===== config.mk =====
export PLATFORM = sky130hd
export DESIGN_NAME = calc_regfile
export DESIGN_NICKNAME = d
export VERILOG_FILES = /design/src/rtl/calc_regfile.sv
export SDC_FILE = /design/constraint.sdc
export NUM_CORES = 1
export LEC_CHECK = 0
export ABC_AREA = 1
export CAP_MARGIN = 20
export CORE_MARGIN = 3
export CORE_UTILIZATION = 54
export DETAILED_ROUTE_END_ITERATION = 10
export PLACE_DENSITY = 0.82
export SYNTH_ARGS = -nofsm -noshare
export SYNTH_HDL_FRONTEND = slang
export SYNTH_SLANG_ARGS = --single-unit

===== constraint.sdc =====
create_clock -name clk -period 2.2 [get_ports clk]
set_input_delay 0.44 -clock clk [delete_from_list [all_inputs] [get_ports clk]]
set_output_delay 0.44 -clock clk [all_outputs]
set_load 0.05 [all_outputs]

===== src/rtl/calc_regfile.sv =====
// Register bank for the integer calculator: NREGS signed registers with sticky overflow
// flags, wrapping cursor, second read port, clear-all. Optional undo via CALC_REGFILE_UNDO_EN.
module calc_regfile #(
    parameter int unsigned WIDTH = 16,
    parameter int unsigned NREGS = 4,
    localparam int unsigned IDXW = (NREGS > 1) ? $clog2(NREGS) : 1
) (
    input  logic                    clk,
    input  logic                    rst_n,
    input  logic                    left,
    input  logic                    right,
    input  logic                    down,
    input  logic [1:0]              mode,
    input  logic                    load,
    input  logic signed [WIDTH-1:0] new_value,
    input  logic                    overflow,
    input  logic                    clear_all,
    input  logic                    undo,
    input  logic [IDXW-1:0]         rd_idx,
    output logic [IDXW-1:0]         cur_idx,
    output logic signed [WIDTH-1:0] cur_value,
    output logic                    cur_ovf,
    output logic signed [WIDTH-1:0] rd_value,
    output logic                    rd_ovf,
    output logic                    ovf_any,
    output logic                    undo_valid
);

    localparam logic [1:0]      MODE_SEL = 2'd2;
    localparam logic [IDXW-1:0] IDX_LAST = IDXW'(NREGS - 1);

    logic signed [WIDTH-1:0] r_regs [NREGS];
    logic [NREGS-1:0]        r_flags;
    logic [IDXW-1:0]         r_cur;

    logic                    w_sel;
    logic [IDXW-1:0]         w_cur_nxt;
    logic                    w_do_clear;
    logic                    w_do_load;
    logic                    w_do_ovf;
    logic                    w_wr_en;
    logic signed [WIDTH-1:0] w_wr_val;
    logic                    w_wr_flag;
    logic                    w_rd_ok;

    // Cursor movement and single-write arbitration; writes use the pre-move cursor
    always_comb begin
        w_sel      = (mode == MODE_SEL);
        w_cur_nxt  = r_cur;
        w_do_clear = 1'b0;
        w_do_load  = 1'b0;
        w_do_ovf   = 1'b0;
        w_wr_val   = r_regs[r_cur];
        w_wr_flag  = r_flags[r_cur];

        if (w_sel && left && !right) begin
            w_cur_nxt = (r_cur == '0) ? IDX_LAST : r_cur - IDXW'(1);
        end else if (w_sel && right && !left) begin
            w_cur_nxt = (r_cur == IDX_LAST) ? '0 : r_cur + IDXW'(1);
        end

        if (!clear_all) begin
            if (w_sel && down) begin
                w_do_clear = 1'b1;
            end else if (load) begin
                w_do_load = 1'b1;
            end else if (overflow) begin
                w_do_ovf = 1'b1;
            end
        end

        if (w_do_clear) begin
            w_wr_val  = '0;
            w_wr_flag = 1'b0;
        end else if (w_do_load) begin
            w_wr_val  = new_value;
            w_wr_flag = r_flags[r_cur] | overflow;
        end else if (w_do_ovf) begin
            w_wr_flag = 1'b1;
        end

        w_wr_en = w_do_clear | w_do_load | w_do_ovf;
    end

`ifdef CALC_REGFILE_UNDO_EN
    logic                    r_undo_valid;
    logic [IDXW-1:0]         r_undo_idx;
    logic signed [WIDTH-1:0] r_undo_val;
    logic                    r_undo_flag;
    logic                    w_undo_fire;

    assign w_undo_fire = undo && r_undo_valid && !clear_all && !w_wr_en;

    // Single-entry history: snapshot of the register about to be overwritten
    always_ff @(posedge clk or negedge rst_n) begin
        if (!rst_n) begin
            r_undo_valid <= 1'b0;
            r_undo_idx   <= '0;
            r_undo_val   <= '0;
            r_undo_flag  <= 1'b0;
        end else if (clear_all) begin
            r_undo_valid <= 1'b0;
        end else if (w_wr_en) begin
            r_undo_valid <= 1'b1;
            r_undo_idx   <= r_cur;
            r_undo_val   <= r_regs[r_cur];
            r_undo_flag  <= r_flags[r_cur];
        end else if (w_undo_fire) begin
            r_undo_valid <= 1'b0;
        end
    end

    assign undo_valid = r_undo_valid;
`else
    logic w_unused_undo;

    assign w_unused_undo = undo;
    assign undo_valid    = 1'b0;
`endif

    always_ff @(posedge clk or negedge rst_n) begin
        if (!rst_n) begin
            r_cur <= '0;
        end else begin
            r_cur <= w_cur_nxt;
        end
    end

    // Register array and flags: clear_all, then the arbitrated write, then undo restore
    always_ff @(posedge clk or negedge rst_n) begin
        if (!rst_n) begin
            for (int unsigned i = 0; i < NREGS; i++) begin
                r_regs[i] <= '0;
            end
            r_flags <= '0;
        end else if (clear_all) begin
            for (int unsigned i = 0; i < NREGS; i++) begin
                r_regs[i] <= '0;
            end
            r_flags <= '0;
        end else if (w_wr_en) begin
            r_regs[r_cur]  <= w_wr_val;
            r_flags[r_cur] <= w_wr_flag;
        end
`ifdef CALC_REGFILE_UNDO_EN
        else if (w_undo_fire) begin
            r_regs[r_undo_idx]  <= r_undo_val;
            r_flags[r_undo_idx] <= r_undo_flag;
        end
`endif
    end

    // Combinational read ports; out-of-range operand index reads as zero
    assign w_rd_ok = ({1'b0, rd_idx} < (IDXW + 1)'(NREGS));

    always_comb begin
        cur_idx   = r_cur;
        cur_value = r_regs[r_cur];
        cur_ovf   = r_flags[r_cur];
        rd_value  = '0;
        rd_ovf    = 1'b0;
        if (w_rd_ok) begin
            rd_value = r_regs[rd_idx];
            rd_ovf   = r_flags[rd_idx];
        end
        ovf_any = |r_flags;
    end

endmodule


==> results by group, run 1 <==
Critical path
  • Setup crit start: r_flags[3]
  • Worst R2R Start: cur_idx[0]
  • Critical path's largest stage delay: 0.80 ns
  • Critical Path End: ovf_any
  • Worst reg2reg path depth: 5
  • R2r setup slk: 0.22 ns
  • Startpoint Class: flop
  • CP Cell Sequence: nor2_1 -> nand2_1 -> clkdlybuf4s50_1
  • WP buf/inv: 1
  • Top fanout value on the critical path: 4
  • Crit path DAT: 1.70 ns
  • Worst path top cell family by delay: buffers and inverters
  • FF-to-FF End: r_regs[5]
  • WP data required: 1.76 ns
  • Slowest cell on crit path: clkdlybuf4s50_1
  • Crit end category: output pin
  • Critical path class: reg2out
  • Crit. path cell count: 3

Routing
  • Post-route ant nets: 0
  • WL met2: 6760 µm
  • Routed WL: 14200 µm
  • Initial DRC count: 660
  • Routed WL per cell: 17.4 µm
  • Initial DRT Pass Iterations: 6
  • Top sig layer: met4
  • Vias/cell: 6.05
  • Routed wl met3: 1840 µm
  • Post-route DRC: 0
  • Vias: 4946
  • WL met1: 5050 µm

Timing
  • Relative slew slack: 19.7%
  • Worst Skew: 0.00981 ns
  • Min cycle time layout: 2.14 ns
  • Max Fclk: 467 MHz
  • Setup-failing EPs final: 0
  • RSZ-0062 raised after global routing: no
  • Endpoints failing hold: 0
  • Worst slew pin tran: 1.20 ns
  • Setup TNS: 0 ns
  • Period utilization: 97.3%
  • Max-slew violation count: 0

Pwr
  • Sequential share of power: 25.6%
  • Net switching power: 3.73 mW
  • Cell Pwr Density: 1320 nW/µm²
  • Sw Ratio: 48.8%
  • Combinational share of power: 57.5%
  • Clk pwr share: 16.9%
  • Pleak: 3.03 nW
  • Max IR drop VDD: 0.864 mV
  • Int Power: 3.91 mW

Cells and area
  • Post-layout util: 77.4%
  • Final #Nets: 747
  • N_diodes: 0
  • Final Non-Filler Cells: 818
  • Share of cells above drive strength 1: 17.2%
  • Fillers: 535
  • Area grow syn2layout: 35.9%

Yosys
  • Mapped cell area: 4240 µm²
  • Seq/Total Area, Yosys: 41.3%
  • Syn nets: 660
  • Distinct cells, synth: 24
  • Synth Register Bits: 70
  • Synth Instances: 627
  • YS warnings: 0
  • Syn avg cell area: 6.76 µm²

Flow run
  • MaxCap Viol Count: 0

Placement
  • Placed insts: 802
  • Routability congestion estimate: 0.844
  • PortBufs: 64
  • Hpwl dp: 9020 µm

Worst hold path
  • Hold/Removal Path Class: in2async

CTS
  • CTS buffer count: 9
  • Worst-path clk slew: 0.07 ns
  • Root buffer selected by CTS: clkbuf_8
  • CTS tree: done
  • Worst-Skew Late Latency: 0.35 ns
  • H-tree lvl count: 3
  • Maximum buffer depth of the clock tree: 2
  • Clock Sinks: 70

GRT
  • First-pass GRT wire length: 23000 µm
  • Vias in the first global route: 4813
  • GRT Total Usage: 33.2%
  • Largest net degree at the start of global routing: 71
  • Initial antenna violation count: 0
  • Remaining Overflow, GRT: 0

Status
  • Status: completed

Floorplanning
  • I/O pins: 67
  • Chip width: 94.6 µm
  • CORE AREA: 7450 µm²
  • Die ar.: 8950 µm²
  • # rows: 31
  • Die H: 94.6 µm
  • Initial core utilization: 56.9%
-- synth_stat cells --
cell type,count,area share (%)
a21oi_1,3,0.35
a21oi_2,4,0.83
buf_1,1,0.088
buf_2,11,1.3
buf_4,4,0.71
buf_6,5,1.3
clkbuf_1,10,0.89
clkinv_1,2,0.18
conb_1,1,0.088
dfrtp_1,70,41
ha_1,4,1.2
inv_1,26,2.3
nand2_1,250,22
nand2_2,1,0.15
nand2_4,1,0.27
nand3_1,108,13
nand3_2,1,0.24
nor2_1,67,5.9
nor2_2,1,0.15
nor3_4,1,0.38
o21ai_0,35,4.1
o21ai_2,4,0.83
o22ai_1,16,2.4
or2_2,1,0.15
-- per-stage QoR --
step / instance area [µm²] / hold slack, ns / power, mW / worst slack [ns]
4_1_cts: 5760 / 0.131 / 7.55 / 0.0653
3_5_place_dp: 5450 / 0.489 / 6.21 / -0.0963
2_1_floorplan: 4240 / 0.144 / 4.59 / 0.0247
5_1_grt: 5760 / 0.132 / 8.03 / 0.0185
6_report: 5760 / 0.0967 / 7.63 / 0.0603
3_3_place_gp: 5450 / 0.483 / 6.12 / -0.0792
-- how the worst min path moves through the flow --
| stage | start | to | slack [ns] | cells past startpoint |
|---|---|---|---|---|
| global route | rst_n | r_regs[16] | 0.13 | 2 |
| CTS | rst_n | r_regs[16] | 0.13 | 2 |
| detailed placement | rst_n | r_regs[16] | 0.49 | 2 |
| finish | rst_n | r_regs[16] | 0.1 | 2 |
| global placement | r_regs[42] | r_regs[42] | 0.48 | 2 |
| floorplan | rst_n | cur_idx[0] | 0.14 | 0 |
-- flip-flops by register name, indices dropped and copies added, names as in the netlist --
register	count
r_flags	4
cur_idx	2
r_regs	64
-- logic make-up after synthesis --
kind of cell	synth area share [%]
AO/OA/AOI/OAI	8.50
flip-flops	41.3
adder cells (fa/ha/maj)	1.18
other	0.0884
buffers and inverters	6.79
AND/OR/NAND/NOR	42.1
-- cell type report --
class	instances	area, µm²	area share (%)
clock buffers	10	138	2.39
clock inverters	6	109	1.89
inverters	28	109	1.89
multi-input cells	498	2260	39.2
flip-flops and latches	70	1750	30.4
well taps	99	124	2.15
repair buffers	107	1270	22.0
-- layer usage --
metal	track usage, %	vias up
met5	0	-
met4	19.1	0
met3	5.98	77
met2	54.3	430
met1	41.3	2231
li1	-	2208
-- power by group through the flow --
stage | logic, mW | clock network, mW | registers [mW]
floorplan | 2.67 | 0 | 1.91
global placement | 4.21 | 0 | 1.91
detailed placement | 4.27 | 0 | 1.94
CTS | 4.34 | 1.28 | 1.92
global route | 4.70 | 1.35 | 1.98
finish | 4.39 | 1.29 | 1.95
-- repair_timing --
action | in CTS | in global routing
pin swaps | 2 | 0
gates resized for setup | 17 | 2
buffers inserted | 0 | 0
hold buffers | 0 | 0
setup endpoints to repair | 26 | 16
-- placed cells by master (no fill, tap or decap), drive strengths merged --
master,instances
dfrtp,70
nor2,68
a21oi,7
conb,1
dlygate4sd2,2
buf,80
nor3,1
ha,4
clkinv,4
clkdlybuf4s50,25
o21ai,39
bufinv,3
o22ai,16
nand2,252
inv,27
or2,1
nand3,109
clkbuf,10
No activity file was read; power rests on OpenSTA's default activity.
==> inputs of run 2 (changes only) <==
Clock period 2.2 ns to 2.1 ns, I/O delays scaled along.
==> results by group, run 2 (synthesized netlist as in run 1, its figures left out) <==
Status
  • Status: finished, violations left (was completed)
  • Failing checks: negative setup slack

Timing
  • Worst Skew: 0.0134 ns (was 0.00981 ns)
  • Endpoints failing hold: 0 (unchanged)
  • Period utilization: 100%
  • Final setup margin: -0.00846 ns (was 0.0603 ns)
  • Worst slew pin tran: 0.631 ns (was 1.20 ns)
  • Setup TNS: -0.0102 ns (was 0 ns)
  • Setup-failing EPs final: 2 (was 0)
  • Hold_ws: 0.0523 ns (was 0.0967 ns)
  • Min cycle time layout: 2.11 ns
  • Max Fclk: 474 MHz
  • RSZ-0062 raised after global routing: yes (was no)
  • Max-slew violation count: 0 (unchanged)
  • Relative slew slack: 58.0% (was 19.7%)

GRT
  • Busiest layer in global routing: met2 (unchanged)
  • Initial antenna violation count: 0 (unchanged)
  • Grt met2 use: 53.8% (was 54.3%)
  • First-pass GRT wire length: 22600 µm (was 23000 µm)
  • GRT Total Usage: 33.0% (was 33.2%)
  • Met3 GRT Util: 6.22% (was 5.98%)
  • Met1 GRT Util: 41.4% (was 41.3%)
  • Largest net degree at the start of global routing: 48 (was 71)
  • Vias in the first global route: 4590 (was 4813)
  • Remaining Overflow, GRT: 0 (unchanged)

Floorplanning
  • Initial core utilization: 56.9% (unchanged)
  • I/O pins: 67 (unchanged)
  • CORE AREA: 7450 µm² (unchanged)
  • Chip width: 94.6 µm (unchanged)
  • Die ar.: 8950 µm² (unchanged)
  • Die H: 94.6 µm (unchanged)
  • # rows: 31 (unchanged)

Critical path
  • Worst path top cell family by delay: buffers and inverters (unchanged)
  • Startpoint Class: flop (unchanged)
  • CP Cell Sequence: clkinvlp_4 -> buf_4 -> nand2_1 -> nand3_1 -> nand2_1 -> inv_1 -> buf_4 (was nor2_1 -> nand2_1 -> clkdlybuf4s50_1)
  • Critical path class: reg2out (unchanged)
  • R2r setup slk: 0.31 ns (was 0.22 ns)
  • Slowest cell on crit path: dfrtp_1 (was clkdlybuf4s50_1)
  • Top fanout value on the critical path: 10 (was 4)
  • WP data required: 1.68 ns (was 1.76 ns)
  • WP buf/inv: 4 (was 1)
  • Crit end category: output pin (unchanged)
  • Crit path DAT: 1.69 ns (was 1.70 ns)
  • Critical path's largest stage delay: 0.44 ns (was 0.80 ns)

CTS
  • Root buffer selected by CTS: clkbuf_8 (unchanged)
  • CTS buffer count: 9 (unchanged)
  • CTS tree: done (unchanged)
  • Maximum buffer depth of the clock tree: 2 (unchanged)
  • H-tree lvl count: 3 (unchanged)
  • Hold Buf Count CTS: 0 (unchanged)
  • Worst-path clk slew: 0.08 ns (was 0.07 ns)
  • Clock Sinks: 70 (unchanged)
  • Worst-Skew Late Latency: 0.35 ns (about the same)

Routing
  • Post-route ant nets: 0 (unchanged)
  • Initial DRC count: 614 (was 660)
  • Initial DRT Pass Iterations: 7 (was 6)
  • Routed WL per cell: 17.2 µm (was 17.4 µm)
  • Routed WL: 14100 µm (was 14200 µm)
  • Vias/cell: 5.91 (was 6.05)
  • Vias: 4834 (was 4946)
  • Post-route DRC: 0 (unchanged)

Pwr
  • Cell Pwr Density: 1350 nW/µm² (was 1320 nW/µm²)
  • Pleak: 3.00 nW (was 3.03 nW)
  • Max IR drop VDD: 0.761 mV (was 0.864 mV)

Cells and area
  • Final Non-Filler Cells: 818 (unchanged)
  • Commonest non-fill, non-tap cell in the layout: nand2_1 (unchanged)
  • Area grow syn2layout: 33.7% (was 35.9%)
  • Post-layout util: 76.1% (was 77.4%)
  • Max reg flops: 64 (unchanged)
  • Final #Nets: 748 (was 747)
  • Commonest cells after routing, fill and taps aside: 248 x nand2_1, 108 x nand3_1, 69 x dfrtp_1 (was 250 x nand2_1, 108 x nand3_1, 69 x dfrtp_1)
  • N_diodes: 0 (unchanged)
  • Fillers: 557 (was 535)
  • Largest Register: r_regs (unchanged)
  • Share of cells above drive strength 1: 17.5% (was 17.2%)

Placement
  • Hpwl dp: 9190 µm (was 9020 µm)
  • Routability congestion estimate: 0.910 (was 0.844)
  • PortBufs: 64 (unchanged)
  • Placed insts: 799 (was 802)
  • Worst slack at placement: -0.0971 ns (was -0.0963 ns)

Flow run
  • MaxCap Viol Count: 0 (unchanged)

Worst hold path
  • Hold/Removal Path Class: in2async (unchanged)
-- run 2: worst reg2reg max path, cell delays in order, from the launching register on --
cell and delay, ns:
dfrtp_1 0.44, clkinvlp_4 0.21, buf_4 0.18, ha_1 0.21, o21ai_2 0.34, buf_4 0.23, nand2_1 0.06, nand2_1 0.06
-- run 2: layer usage --
metal  share of wire (%)  vias to the layer above  wire length (µm)
met5                   0                        -                 0
met4                 3.9                        0               548
met3                  13                       59              1770
met2                  48                      361              6800
met1                  35                     2209              4940
li1                    -                     2205                 -
-- run 2: final timing paths --
path | from | end | depth (start not counted)
worst max-delay path | cur_idx[0] | cur_value[6] | 7
worst max register to register | cur_idx[0] | r_regs[22] | 7
min in group clk | r_regs[36] | r_regs[36] | 2
worst min-delay path | rst_n | r_regs[58] | 2
max in group asynchronous | rst_n | cur_idx[1] | 2
worst min register to register | r_regs[36] | r_regs[36] | 2
-- run 2: per-stage QoR --
step                      area, µm²  power, mW
after floorplan                4260       4.82
after global placement         5330       6.28
after detailed placement       5330       6.39
after CTS                      5620       7.51
after global routing           5670       8.10
final                          5670       7.68
-- run 2: repair_timing --
item,in CTS,in global routing
buffers inserted,1,2
setup endpoints to repair,17,21
pin swaps,1,1
resized for setup,15,13
gates cloned,1,0
hold endpoints to repair,0,0
-- run 2: final cells by class --
type | instances | area, µm² | share of cell area, %
multi-input cells | 498 | 2270 | 40.0
flip-flops and latches | 70 | 1750 | 30.9
repair buffers | 108 | 1220 | 21.6
clock buffers | 11 | 141 | 2.49
well taps | 99 | 124 | 2.18
inverters | 28 | 113 | 1.99
clock inverters | 4 | 47.5 | 0.839
-- run 2: power by group --
part | internal [mW] | leakage (nW) | switching [mW]
Combinational | 1.53 | 1.95 | 3.04
Sequential | 1.71 | 0.955 | 0.311
Clock | 0.571 | 0.0952 | 0.519
Total | 3.81 | 3.00 | 3.87
